## src/rtl/timer_share_pkg.sv

```systemverilog
// timer_share_pkg: shared scheduler state, mode type and timing constants
package timer_share_pkg;

   typedef enum logic [1:0] {IDLE, ISSUE, WAIT_DONE} sched_state_t;

   typedef logic [1:0] tmr_mode_t;

   localparam int DUR_M0 = 32;
   localparam int DUR_M1 = 64;
   localparam int DUR_M2 = 128;
   localparam int DUR_M3 = 256;

   localparam int WDOG_CYCLES_DEF = 300;

   function automatic int mode_cycles(tmr_mode_t m);
      return DUR_M0 << m;
   endfunction

endpackage

```

## src/rtl/timer_rr_pick.sv

```systemverilog
// timer_rr_pick: combinational round-robin selector, first set request at or above the pointer with wrap
module timer_rr_pick #(
   parameter int N    = 4,
   parameter int ID_W = $clog2(N)
) (
   input  logic [N-1:0]    req_i,
   input  logic [ID_W-1:0] ptr_i,
   output logic            any_o,
   output logic [ID_W-1:0] idx_o
);

   // scan from the farthest offset down so the request closest to the pointer wins
   always_comb begin
      any_o = |req_i;
      idx_o = '0;
      for (int k = N - 1; k >= 0; k--) begin
         if (req_i[(int'(ptr_i) + k) % N]) idx_o = ID_W'((int'(ptr_i) + k) % N);
      end
   end

endmodule

```

## src/rtl/timer_share_sched.sv

```systemverilog
// timer_share_sched: round-robin sharing of one single-shot timer among NUM_REQ requesters.
// Optional: define TIMER_SHARE_SCHED_WATCHDOG_EN to abort a WAIT_DONE lasting WDOG_CYCLES cycles.
module timer_share_sched
   import timer_share_pkg::*;
#(
   parameter int NUM_REQ     = 4,
   parameter int ID_W        = $clog2(NUM_REQ),
   parameter int WDOG_CYCLES = WDOG_CYCLES_DEF
) (
   input  logic                 clk,
   input  logic                 rst_n,
   input  logic [NUM_REQ-1:0]   req_valid,
   input  logic [2*NUM_REQ-1:0] req_mode,
   output logic [NUM_REQ-1:0]   req_ready,
   output logic [NUM_REQ-1:0]   req_done,
   output logic                 tmr_fire_valid,
   output logic [1:0]           tmr_mode,
   input  logic                 tmr_fire_ready,
   input  logic                 tmr_done,
   output logic                 sched_busy,
   output logic [ID_W-1:0]      active_id,
   output logic                 sched_err
);

   sched_state_t       state_q, state_d;
   logic [ID_W-1:0]    rr_ptr_q, rr_ptr_d, id_q, id_d, pick_idx;
   logic               pick_any;
   logic [NUM_REQ-1:0] ready_q, ready_d, done_q, done_d;
   logic               fire_q, fire_d, busy_q, busy_d;
   tmr_mode_t          mode_q, mode_d;

   timer_rr_pick #(.N(NUM_REQ), .ID_W(ID_W)) u_pick (
      .req_i (req_valid),
      .ptr_i (rr_ptr_q),
      .any_o (pick_any),
      .idx_o (pick_idx)
   );

`ifdef TIMER_SHARE_SCHED_WATCHDOG_EN
   localparam int WD_W = $clog2(WDOG_CYCLES + 1);
   logic [WD_W-1:0] wdog_q, wdog_d;
   logic            err_q, err_d, wdog_hit;
   assign wdog_hit  = (wdog_q == WD_W'(WDOG_CYCLES - 1));
   assign sched_err = err_q;
`else
   logic [31:0] unused_wdog;
   assign unused_wdog = WDOG_CYCLES;
   assign sched_err   = 1'b0;
`endif

   // next state: arbitrate in IDLE, hold the fire request in ISSUE, await the timer in WAIT_DONE
   always_comb begin
      state_d  = state_q;
      rr_ptr_d = rr_ptr_q;
      id_d     = id_q;
      mode_d   = mode_q;
      fire_d   = fire_q;
      busy_d   = busy_q;
      ready_d  = '0;
      done_d   = '0;
`ifdef TIMER_SHARE_SCHED_WATCHDOG_EN
      err_d    = 1'b0;
      wdog_d   = wdog_q;
`endif
      case (state_q)
         IDLE: if (pick_any) begin
            state_d  = ISSUE;
            id_d     = pick_idx;
            mode_d   = req_mode[{pick_idx, 1'b0} +: 2];
            rr_ptr_d = (pick_idx == ID_W'(NUM_REQ - 1)) ? '0 : pick_idx + ID_W'(1);
            ready_d  = NUM_REQ'(1) << pick_idx;
            fire_d   = 1'b1;
            busy_d   = 1'b1;
         end
         ISSUE: if (tmr_fire_ready) begin
            state_d = WAIT_DONE;
            fire_d  = 1'b0;
`ifdef TIMER_SHARE_SCHED_WATCHDOG_EN
            wdog_d  = '0;
`endif
         end
         WAIT_DONE: begin
`ifdef TIMER_SHARE_SCHED_WATCHDOG_EN
            wdog_d = wdog_q + WD_W'(1);
            if (tmr_done || wdog_hit) begin
               err_d   = !tmr_done;
`else
            if (tmr_done) begin
`endif
               state_d = IDLE;
               busy_d  = 1'b0;
               done_d  = NUM_REQ'(1) << id_q;
            end
         end
         default: state_d = IDLE;
      endcase
   end

   // registered state and outputs; reset abandons any request in flight
   always_ff @(posedge clk or negedge rst_n) begin
      if (!rst_n) begin
         state_q  <= IDLE;
         rr_ptr_q <= '0;
         id_q     <= '0;
         mode_q   <= '0;
         fire_q   <= 1'b0;
         busy_q   <= 1'b0;
         ready_q  <= '0;
         done_q   <= '0;
      end else begin
         state_q  <= state_d;
         rr_ptr_q <= rr_ptr_d;
         id_q     <= id_d;
         mode_q   <= mode_d;
         fire_q   <= fire_d;
         busy_q   <= busy_d;
         ready_q  <= ready_d;
         done_q   <= done_d;
      end
   end

`ifdef TIMER_SHARE_SCHED_WATCHDOG_EN
   // watchdog counter and abort flag
   always_ff @(posedge clk or negedge rst_n) begin
      if (!rst_n) begin
         wdog_q <= '0;
         err_q  <= 1'b0;
      end else begin
         wdog_q <= wdog_d;
         err_q  <= err_d;
      end
   end
`endif

   assign req_ready      = ready_q;
   assign req_done       = done_q;
   assign tmr_fire_valid = fire_q;
   assign tmr_mode       = mode_q;
   assign sched_busy     = busy_q;
   assign active_id      = id_q;

endmodule

```

## config.mk

```make
export PLATFORM = sky130hd
export DESIGN_NAME = timer_share_sched
export DESIGN_NICKNAME = d
export VERILOG_FILES = /design/src/rtl/timer_share_pkg.sv /design/src/rtl/timer_rr_pick.sv /design/src/rtl/timer_share_sched.sv
export SDC_FILE = /design/constraint.sdc
export NUM_CORES = 1
export LEC_CHECK = 0
export ABC_CLOCK_PERIOD_IN_PS = 5000
export BUFFER_PORTS_ARGS = -buffer_cell sky130_fd_sc_hd__clkbuf_2
export CAP_MARGIN = 25
export CORE_ASPECT_RATIO = 1.75
export CORE_MARGIN = 1
export CORE_UTILIZATION = 35
export CTS_CLUSTER_DIAMETER = 80
export DETAILED_ROUTE_END_ITERATION = 16
export MAX_ROUTING_LAYER = met4
export PLACE_DENSITY_LB_ADDON = 0.12
export SLEW_MARGIN = 20
export SYNTH_ARGS = -nofsm -noshare
export SYNTH_HDL_FRONTEND = slang
export SYNTH_SLANG_ARGS = --single-unit
export TNS_END_PERCENT = 30
```

## constraint.sdc

```tcl
create_clock -name clk -period 5 [get_ports clk]
set_clock_uncertainty 0.2 [all_clocks]
set_input_delay 0 -clock clk [delete_from_list [all_inputs] [get_ports clk]]
set_output_delay 0 -clock clk [all_outputs]
set_load 0.005 [all_outputs]
```

After elaboration in Yosys (flattened, before gate mapping)
Index checks and enable logic that the tools add are counted.
- input port bits: 16
- output and inout port bits: 15
- logic and storage cells: 68
- register bits: 18
- muxes and demuxes: 29
- add/sub/neg operators: 4
- equality and inequality tests: 6
- bitwise gates (word level): 3
- reduce and logical (&&, ||, !) cells: 11
- magnitude comparators: 4
- shift operators: 3
- operators with widths (cell ; count):
    $mux W2 ; 8
    $mux W4 ; 4
    $lt A3 B4 Y1 const B ; 3
    $mux W1 ; 10
    $reduce_and A3 Y1 ; 3
    $bmux W1 S2 ; 4
    $shiftx A8 B4 Y2 ; 1
    $shl A1 B2 Y4 const A ; 2
    $ne A2 B2 Y1 const B ; 3
    $pmux W2 S3 ; 1
    $reduce_or A2 Y1 ; 3
    $add A2 B1 Y2 const B ; 2
    $add A2 B2 Y2 const B ; 2
    $eq A2 B2 Y1 const B ; 2
    $pmux W1 S2 ; 2
    $reduce_bool A2 Y1 ; 2
    $reduce_or A4 Y1 ; 1
    $and A1 B1 Y1 const A ; 3
    $lt A2 B3 Y1 const B ; 1
    $eq A2 B1 Y1 const B ; 1
    $logic_not A2 Y1 ; 1
    $reduce_and A2 Y1 ; 1

Logic depth before layout (Yosys ltp)
Gate-level depths: netlist (run 1).
- depth in word-level cells: 13
- depth in mapped cells: 7
- depth with buffers taken out: 7

Cells and area by module
A second synthesis (run 1) with hierarchy kept.
- cells, all modules: 75
- area total of the unflattened synthesis: 869.6 µm²
- modules (own cells, without submodules) (module ; sequential area each (µm²) ; area each (µm²) ; cells an instance ; times used):
    timer_share_sched ; 450.4 ; 792.0 ; 62 ; 1
    timer_rr_pick ; 0.0 ; 77.6 ; 13 ; 1

Least setup slack after synthesis (run 1)
No wires, ideal clock.
- path type: reg-to-reg
- start: reg rr_ptr_q[0]
- end: reg mode_q[0], in the netlist tmr_mode[0]
- data arrival time: 1.433 ns
- stages on the path, launching flop included: 6
- data required time: 4.665 ns
- library setup time: 0.135 ns
- path buffers: 1
- path slack: 3.232 ns
- period minus slack after synthesis: 1.768 ns
- cell sequence: dfrtp_1 -> o32a_1 -> and2_4 -> buf_6 -> a2111oi_2 -> a211oi_1
- cells in the longest elaborated chain, start to end: 9
- elaborated cells between the ends (all ways): 19
- classes of those cells: add/sub (3); shift (1); mux (15)
- RTL lines (what ; line ; source):
    from (decl) ; timer_share_sched.sv:26 ; logic [ID_W-1:0] rr_ptr_q, rr_ptr_d, id_q, id_d, pick_idx;
    from (signal assigned) ; timer_share_sched.sv:112 ; rr_ptr_q <= rr_ptr_d;
    $add A2 B2 Y2 ; timer_rr_pick.sv:17 ; if (req_i[(int'(ptr_i) + k) % N]) idx_o = ID_W'((int'(ptr_i) + k) % N);
    $bmux W1 S2 ; timer_rr_pick.sv:17 ;
    $mux W1 (not written as such) (2 in series) ; timer_rr_pick.sv:17 ;
    $mux W2 (3 in series) ; timer_rr_pick.sv:17 ;
    $mux W2 * ; timer_rr_pick.sv:17 ;
    $shiftx A8 B4 Y2 * ; timer_share_sched.sv:69 ; mode_d = req_mode[{pick_idx, 1'b0} +: 2];
    to (signal assigned) ; timer_share_sched.sv:114 ; mode_q <= mode_d;
    to (decl) ; timer_share_sched.sv:30 ; tmr_mode_t mode_q, mode_d;
Mark *: on every way between the ends. The rest lies on a longest branch, timed or not. The select of a mux whose other input is x is not followed.
A chain may end at the register's enable or synchronous reset.

Worst setup path after layout (run 1)
Ends and elaborated chain as after synthesis.

==> results of run 1 <==
==> state kept, by name (all words and copies together), names as in the netlist <==
| name | count |
|---|---|
| state_q | 2 |
| rr_ptr_q | 2 |
| req_done | 4 |
| tmr_fire_valid | 1 |
| req_ready | 4 |
| active_id | 2 |
| tmr_mode | 2 |
| sched_busy | 1 |
==> power by group <==
group	leakage, nW	switching (mW)	internal [mW]
clock	0.0288	0.0465	0.0698
combinational	0.326	0.119	0.119
sequential	0.227	0.0487	0.197
==> worst register-to-register path, cell delays in order, from the launching register on <==
cell and delay (ns):
dfrtp_1 0.41, o32a_1 0.38, and2_4 0.21, mux2i_1 0.12
dlygate4sd3_1 0.55, a211oi_1 0.22, dlygate4sd3_1 0.57
==> cells by family (layout without fill, tap and decap cells) <==
logic type	Yosys count	count (layout)	share of synthesized area, %
fa+ha+maj	1	1	1.466
other cells	1	1	0.4395
flops	18	18	52.79
compound gates	19	19	17.16
buf+inv	8	48	4.985
simple gates	35	35	19.65
mux	3	3	3.519
==> layer usage <==
layer / vias to the layer above / routed length, µm / global-route usage (%) / share of wire, %
li1: 371 / - / - / -
met1: 332 / 732 / 16.91 / 43
met2: 19 / 883 / 25.62 / 52
met3: 2 / 71 / 1.974 / 4.2
met4: 0 / 19 / 7.759 / 1.1
met5: - / 0 / - / 0
==> cell usage after synthesis (2+ instances only) <==
cell / instances / area share, %
o21ai_0: 3 / 1.8
inv_1: 3 / 1.3
dfrtp_1: 18 / 53
nor2_1: 11 / 4.8
a211oi_1: 2 / 1.8
nand2_1: 12 / 5.3
a2111oi_2: 2 / 3.5
a21oi_1: 4 / 2.3
inv_2: 2 / 0.88
mux2i_1: 3 / 3.5
nor3_1: 3 / 1.8
a21boi_0: 2 / 1.8
==> through the flow <==
stage	total power [mW]	hold WS, ns	cells
after CTS	0.6058	0.007813	150
after floorplan	0.3864	-0.4956	85
final	0.5995	0.009667	150
after global placement	0.4516	-0.2333	136
after detailed placement	0.4575	-0.2345	136
after global routing	0.6500	0.06082	150
==> path summary, 6_finish.rpt <==
kind                              startpoint            to  slack [ns]  cells after the start
worst max register to register   rr_ptr_q[0]   tmr_mode[0]        2.27                      6
worst min-delay path            req_valid[2]    sched_busy        0.01                      5
max in group asynchronous              rst_n   req_done[3]        4.28                      2
worst min register to register  active_id[1]   req_done[1]        0.31                      1
worst max-delay path             rr_ptr_q[0]   tmr_mode[0]        2.27                      6
min in group asynchronous              rst_n  req_ready[3]        0.02                      2
==> cell type report <==
class | instances | area (µm²) | area share (%)
flip-flops and latches | 18 | 450.4 | 38.79
well taps | 25 | 31.28 | 2.694
clock buffers | 4 | 55.05 | 4.741
repair buffers | 39 | 245.2 | 21.12
multi-input cells | 59 | 360.3 | 31.03
inverters | 5 | 18.77 | 1.616
==> results list, run 1 <==
* Number of I/O port buffers: 29
- Post-synthesis to final-layout area growth: 36.07%
- Dominant cell type by count on the critical path: dlygate4sd3_1
- Routability-driven placement finished with a final weighted congestion of 0.7475.
- In this run the number of H-tree levels came out at 1.
- For this run, the total global-route usage over all layers was measured as 15.25%.
* WL per Instance: 11.37 µm
- Post-Synthesis Net Count: 102
- In this run, synthesis produced a sequential element count of 18.
- The critical path in this run is classified as reg2reg.
- Die Wd: 39.33 µm
* DRC marker count from the first detailed-route iteration: 13
* Max Root-Sink Buffers: 2
- Cell breakdown of the critical path: o32a_1 > and2_4 > mux2i_1 > dlygate4sd3_1 > a211oi_1 > dlygate4sd3_1
- After routing the design area is 1161 µm².
* Layout cells sized above 1: 32.00%
- At the placement stage, the worst setup path has a slack of 3.086 ns.
- The repair_antennas step left the layout with diodes totalling 0.
* Number of clock sinks: 18
- Routed via count: 724
- In this run, synthesis inferred 0 flip-flops with an integrated enable.
- Slew margin rel.: 64.79%
* Path type of the worst min-delay path: in2reg
- Worst setup slack after layout: 2.271 ns
- For the worst-skew pair, the clock arrives at the later sink with an insertion delay of 0.25 ns.
- Setup-failing EPs final: 0
- The flow ran to the end, and the final reports show no timing, DRC or antenna violations.
- Number of search-and-repair iterations in the first detailed-routing pass: 4
* Total number of placement rows: 23
* Wire length of the first global-routing pass: 2746 µm
* Longest individual stage delay on the worst path: 0.57 ns
- The worst setup path is captured at a flip-flop.
- Arrival time at the worst endpoint: 2.72 ns
* Max frequency: 366.4 MHz
* Sort of element at the start of the critical path: flip-flop
- IR analysis of the VDD net gives a maximum drop of 0.2334 mV.
- The number of global-route vias before repair was 671.
- Most used cells in the layout excluding fill and tap cells: clkbuf_2, dfrtp_1, nand2_1
* Post-synthesis async set-or-reset flop share: 100.0%
- P per Cell Area: 516.3 nW/µm²
- After clock tree synthesis, the setup repair step added 0 buffers.
* Die Ht: 67.32 µm
- The final layout contains routed wiring with a total length of 1706 µm.
* Number of buffers inserted during clock tree synthesis: 3
- TritonCTS built the clock tree.
- DRC violations left: 0
- The largest individual stage delay along the critical path comes from the cell dlygate4sd3_1.
* Number of max-capacitance violations reported: 0
* Core area: 2302 µm²
- Half-perimeter wire length after detailed placement: 1309 µm
- Part of the cycle the worst path needs: 54.58%
* Post-layout minimum cycle time: 2.729 ns
* Worst Tran Pin Value: 0.5241 ns
- Boundary pin count: 31
- Post-cts repair resize count: 0
- Final core area utilization: 50.43%
- Fill count: 230
- Dominant delay contributor by cell family on the critical path: buffers and inverters
- After technology mapping, the gate count stands at 85.
* Final slew viol count: 0
* Number of antenna violations at the first check in global routing: 0
- Of all nets on the critical path, the largest fanout is 9.
- The average instance in the mapped netlist occupies 10.04 µm².
- Sequential cells were found to cover 52.79% of the synthesized design area.
- The count of nets left with antenna violations once routing finished came out at 0.
- Post-synthesis cell type count: 32
* DP Area: 1006 µm²
- Most common cell after layout, fill and taps aside: clkbuf_2
* Initial Utilization: 37.07%
- In the final design database the tool counted 143 nets.
- During synthesis, Yosys emitted a total of 0 warnings.
- In the routed layout, each cell is associated on average with a via count of 4.827.
* Cell area after synthesis: 853.3 µm²
- Setup repair after global routing left no endpoint under its margin.
- Overflow left after global routing: 0
* Leakage Power: 0.5828 nW
* Root buffer cell: clkbuf_8
- Commonest register cell after synthesis: dfrtp_1
- At the worst endpoint, the required time is 4.99 ns.
* Count of endpoints failing hold in the final timing report: 0
- Bufs and invs on worst path: 2
- The floorplan step defined a die boundary enclosing 2647 µm².
- Largest net degree at the start of global routing: 19
- Accumulated negative setup slack: 0 ns
- Quantity of hold-fixing buffers added after cts: 10
- Clock-pin slew was measured on the worst setup and hold paths at 0.07 ns.
Note: power is estimated with default switching activity, not from simulation.
==> run 2, diff against run 1 <==
Settings changed: ABC_CLOCK_PERIOD_IN_PS 5000 to 2300.
Clock period 5 ns to 2.3 ns, I/O delays scaled along.
==> run 2 against run 1 <==
Global-route usage up 0.20 points. Register-to-register slack worse by 2.1 ns. Clock power up 120%.
==> results list, run 2 (synthesis gave the netlist of run 1 again) <==
- The maximum number of pins on one net before global-route repair was 19 (unchanged).
- The slowest stage of the critical path is the dlygate4sd3_1 cell.
* Capture instance of the worst register-to-register path: tmr_mode[0]
* Slew margin rel.: 63.89% (-0.91 points)
- The final period utilization is 93.60% (+39 points).
- Latest clock arrival within the worst-skew pair: 0.25 ns (about the same)
- Routability congestion estimate: 0.7479 (about the same)
* Longest individual stage delay on the worst path: 0.55 ns (-0.02 ns)
- Number of search-and-repair iterations in the first detailed-routing pass: 4 (unchanged)
- Routed via count: 748 (+3.3%)
- The required time of the critical path is 2.25 ns (-2.74 ns).
- Layout cells sized above 1: 34.38% (+2.4 points)
- Post-layout minimum cycle time: 2.153 ns (-0.5763 ns)
- The critical path goes through a21boi_1 > o32a_1 > and2_4 > mux2i_1 > dlygate4sd3_1 > a211oi_1.
- The die boundary width was 39.33 µm (unchanged).
- The core region area is 2302 µm² (unchanged).
- Worst setup slack after layout: 0.1472 ns (-2.124 ns)
* Start point of the worst hold path: req_valid[2]
- Overall Power: 1.303 mW (+120%)
- Worst Hold Path EP: sched_busy
- The total overflow reported by the global router came to 0 (unchanged).
- Number of I/O port buffers: 29 (unchanged)
- The signal arrival time at the worst endpoint came to 2.11 ns (-0.61 ns).
* DRC violations left: 0 (unchanged)
- In this run the critical register-to-register path is launched from rr_ptr_q[1].
* Antenna-violating nets left: 0 (unchanged)
* Accumulated negative setup slack: 0 ns (unchanged)
- Sort of element at the start of the critical path: flip-flop
- The maximum level of the CTS H-tree is 1 (unchanged).
* Wire length of the first global-routing pass: 2787 µm (+1.5%)
- STA classifies the critical path endpoint as a flip-flop.
* Hold Path Stages: 5 (unchanged)
- Max Root-Sink Buffers: 2 (unchanged)
- Via density per instance: 4.889 (+1.3%)
- The top cell types in the final layout, fill and taps aside, are clkbuf_2, dfrtp_1, nand2_1.
- The worst-path maximum fanout was 6 (-3).
* Leakage Power: 0.5978 nW (+2.6%)
* Count of endpoints failing hold in the final timing report: 0 (unchanged)
- Initial Utilization: 37.07% (unchanged)
- Fill count: 232 (+0.87%)
- Dominant delay contributor by cell family on the critical path: compound AO/OA/AOI/OAI gates
- DRC marker count from the first detailed-route iteration: 13 (unchanged)
- The min-delay analysis places its worst path in the category in2reg.
* Number of clock sinks: 18 (unchanged)
* Layout Nets: 146 (+2.1%)
- Setup repair after global routing missed its margin: false
* Clock transition at the registers of the reported paths: 0.07 ns (about the same)
- Min Hold Slack: 0.01079 ns (+0.001123 ns)
- WL per Instance: 11.51 µm (+1.2%)
- Number of antenna violations at the first check in global routing: 0 (unchanged)
- The library cell used most frequently in the layout, excluding fill and tap cells, is clkbuf_2.
- Setup-failing EPs final: 0 (unchanged)
- Max VDD drop: 0.5091 mV (+120%)
* Path type of the worst setup path: reg2reg
- TritonCTS built the clock tree.
- P per Cell Area: 1100 nW/µm² (+110%)
- The die area was 2647 µm² (unchanged).
* Logic depth of the worst register-to-register path: 6 (unchanged)
- The area growth from synthesis to layout is 38.86%.
- Root buffer cell: clkbuf_8
* Final routed wirelength across all metal layers: 1761 µm (+3.2%)
- The number of pins with negative max-slew slack in the final report was 0 (unchanged).
- The number of global-route vias before repair came to 681 (+1.5%).
- The antenna diode instance count is 0 (unchanged).
* Half-perimeter wire length after detailed placement: 1309 µm (unchanged)
- The placement-stage worst setup slack came to 0.3859 ns (-2.700 ns).
* Bufs and invs on worst path: 1 (-1)
- Number of buffers inserted during clock tree synthesis: 3 (unchanged)
- The flop-to-flop setup slack is 0.15 ns (-2.12 ns).
* Max frequency: 464.5 MHz (+27%)
- Total track usage: 15.45% (+0.20 points)
- Boundary pin count: 31 (unchanged)
* Number of max-capacitance violations reported: 0 (unchanged)
* Result of the run: completed
* Die Ht: 67.32 µm (unchanged)
- The standard-cell row count came to 23 (unchanged).
- Worst Tran Pin Value: 0.5375 ns (+0.01347 ns)
run 2: changes by cell type in the layout (fill, tap and decap cells not counted), sizes merged:
| cell | delta |
|---|---|
| buf | +3 |
run 2: worst max-delay path by stage:
stage                           start     endpoint  slack (ns)  cells past startpoint
after floorplan           rr_ptr_q[0]  tmr_mode[0]        0.53                      5
after CTS                 rr_ptr_q[1]  tmr_mode[0]        0.09                      6
final                     rr_ptr_q[1]  tmr_mode[0]        0.15                      6
after detailed placement  rr_ptr_q[1]  rr_ptr_q[0]        0.39                      6
after global placement    rr_ptr_q[1]  rr_ptr_q[0]        0.41                      6
after global routing      rr_ptr_q[0]  tmr_mode[1]        0.03                      7
run 2: cell type report:
cell class	instances	area, µm²	area share [%]
Tap cell	25	31.28	2.640
Timing Repair Buffer	42	267.8	22.60
Sequential cell	18	451.7	38.12
Inverter	5	18.77	1.584
Multi-Input combinational cell	59	360.3	30.41
Clock buffer	4	55.05	4.646
run 2: through the flow:
step,instances,util (%),area (µm²)
after detailed placement,136,43.70,1006
after global placement,136,43.70,1006
after floorplan,85,-,853.3
after global routing,153,51.47,1185
final,153,51.47,1185
after CTS,150,50.43,1161
run 2: repair_timing:
action,in CTS,in global routing
buffers inserted,0,3
setup endpoints to repair,0,2
gates resized for setup,0,1
hold buffers,10,0
endpoints found under the hold margin,27,0
run 2: routing by layer:
metal	GRT usage (%)	vias up	wire length [µm]
met5	-	-	0
li1	-	378	-
met1	16.70	351	729
met4	7.759	0	19
met3	1.974	2	67
met2	26.46	17	945
run 2: worst register-to-register path: stages, from the launching register on:
cell           delay, ns
dfrtp_2             0.45
a21boi_1            0.15
o32a_1              0.20
and2_4              0.20
mux2i_1             0.07
dlygate4sd3_1       0.55
a211oi_1            0.25
run 2: power by group:
part	total, mW	switching (mW)	internal [mW]	leakage (nW)
Sequential	0.532	0.103	0.429	0.226
Clock	0.252	0.100	0.152	0.0288
Combinational	0.519	0.266	0.253	0.343
Total	1.30	0.469	0.834	0.598
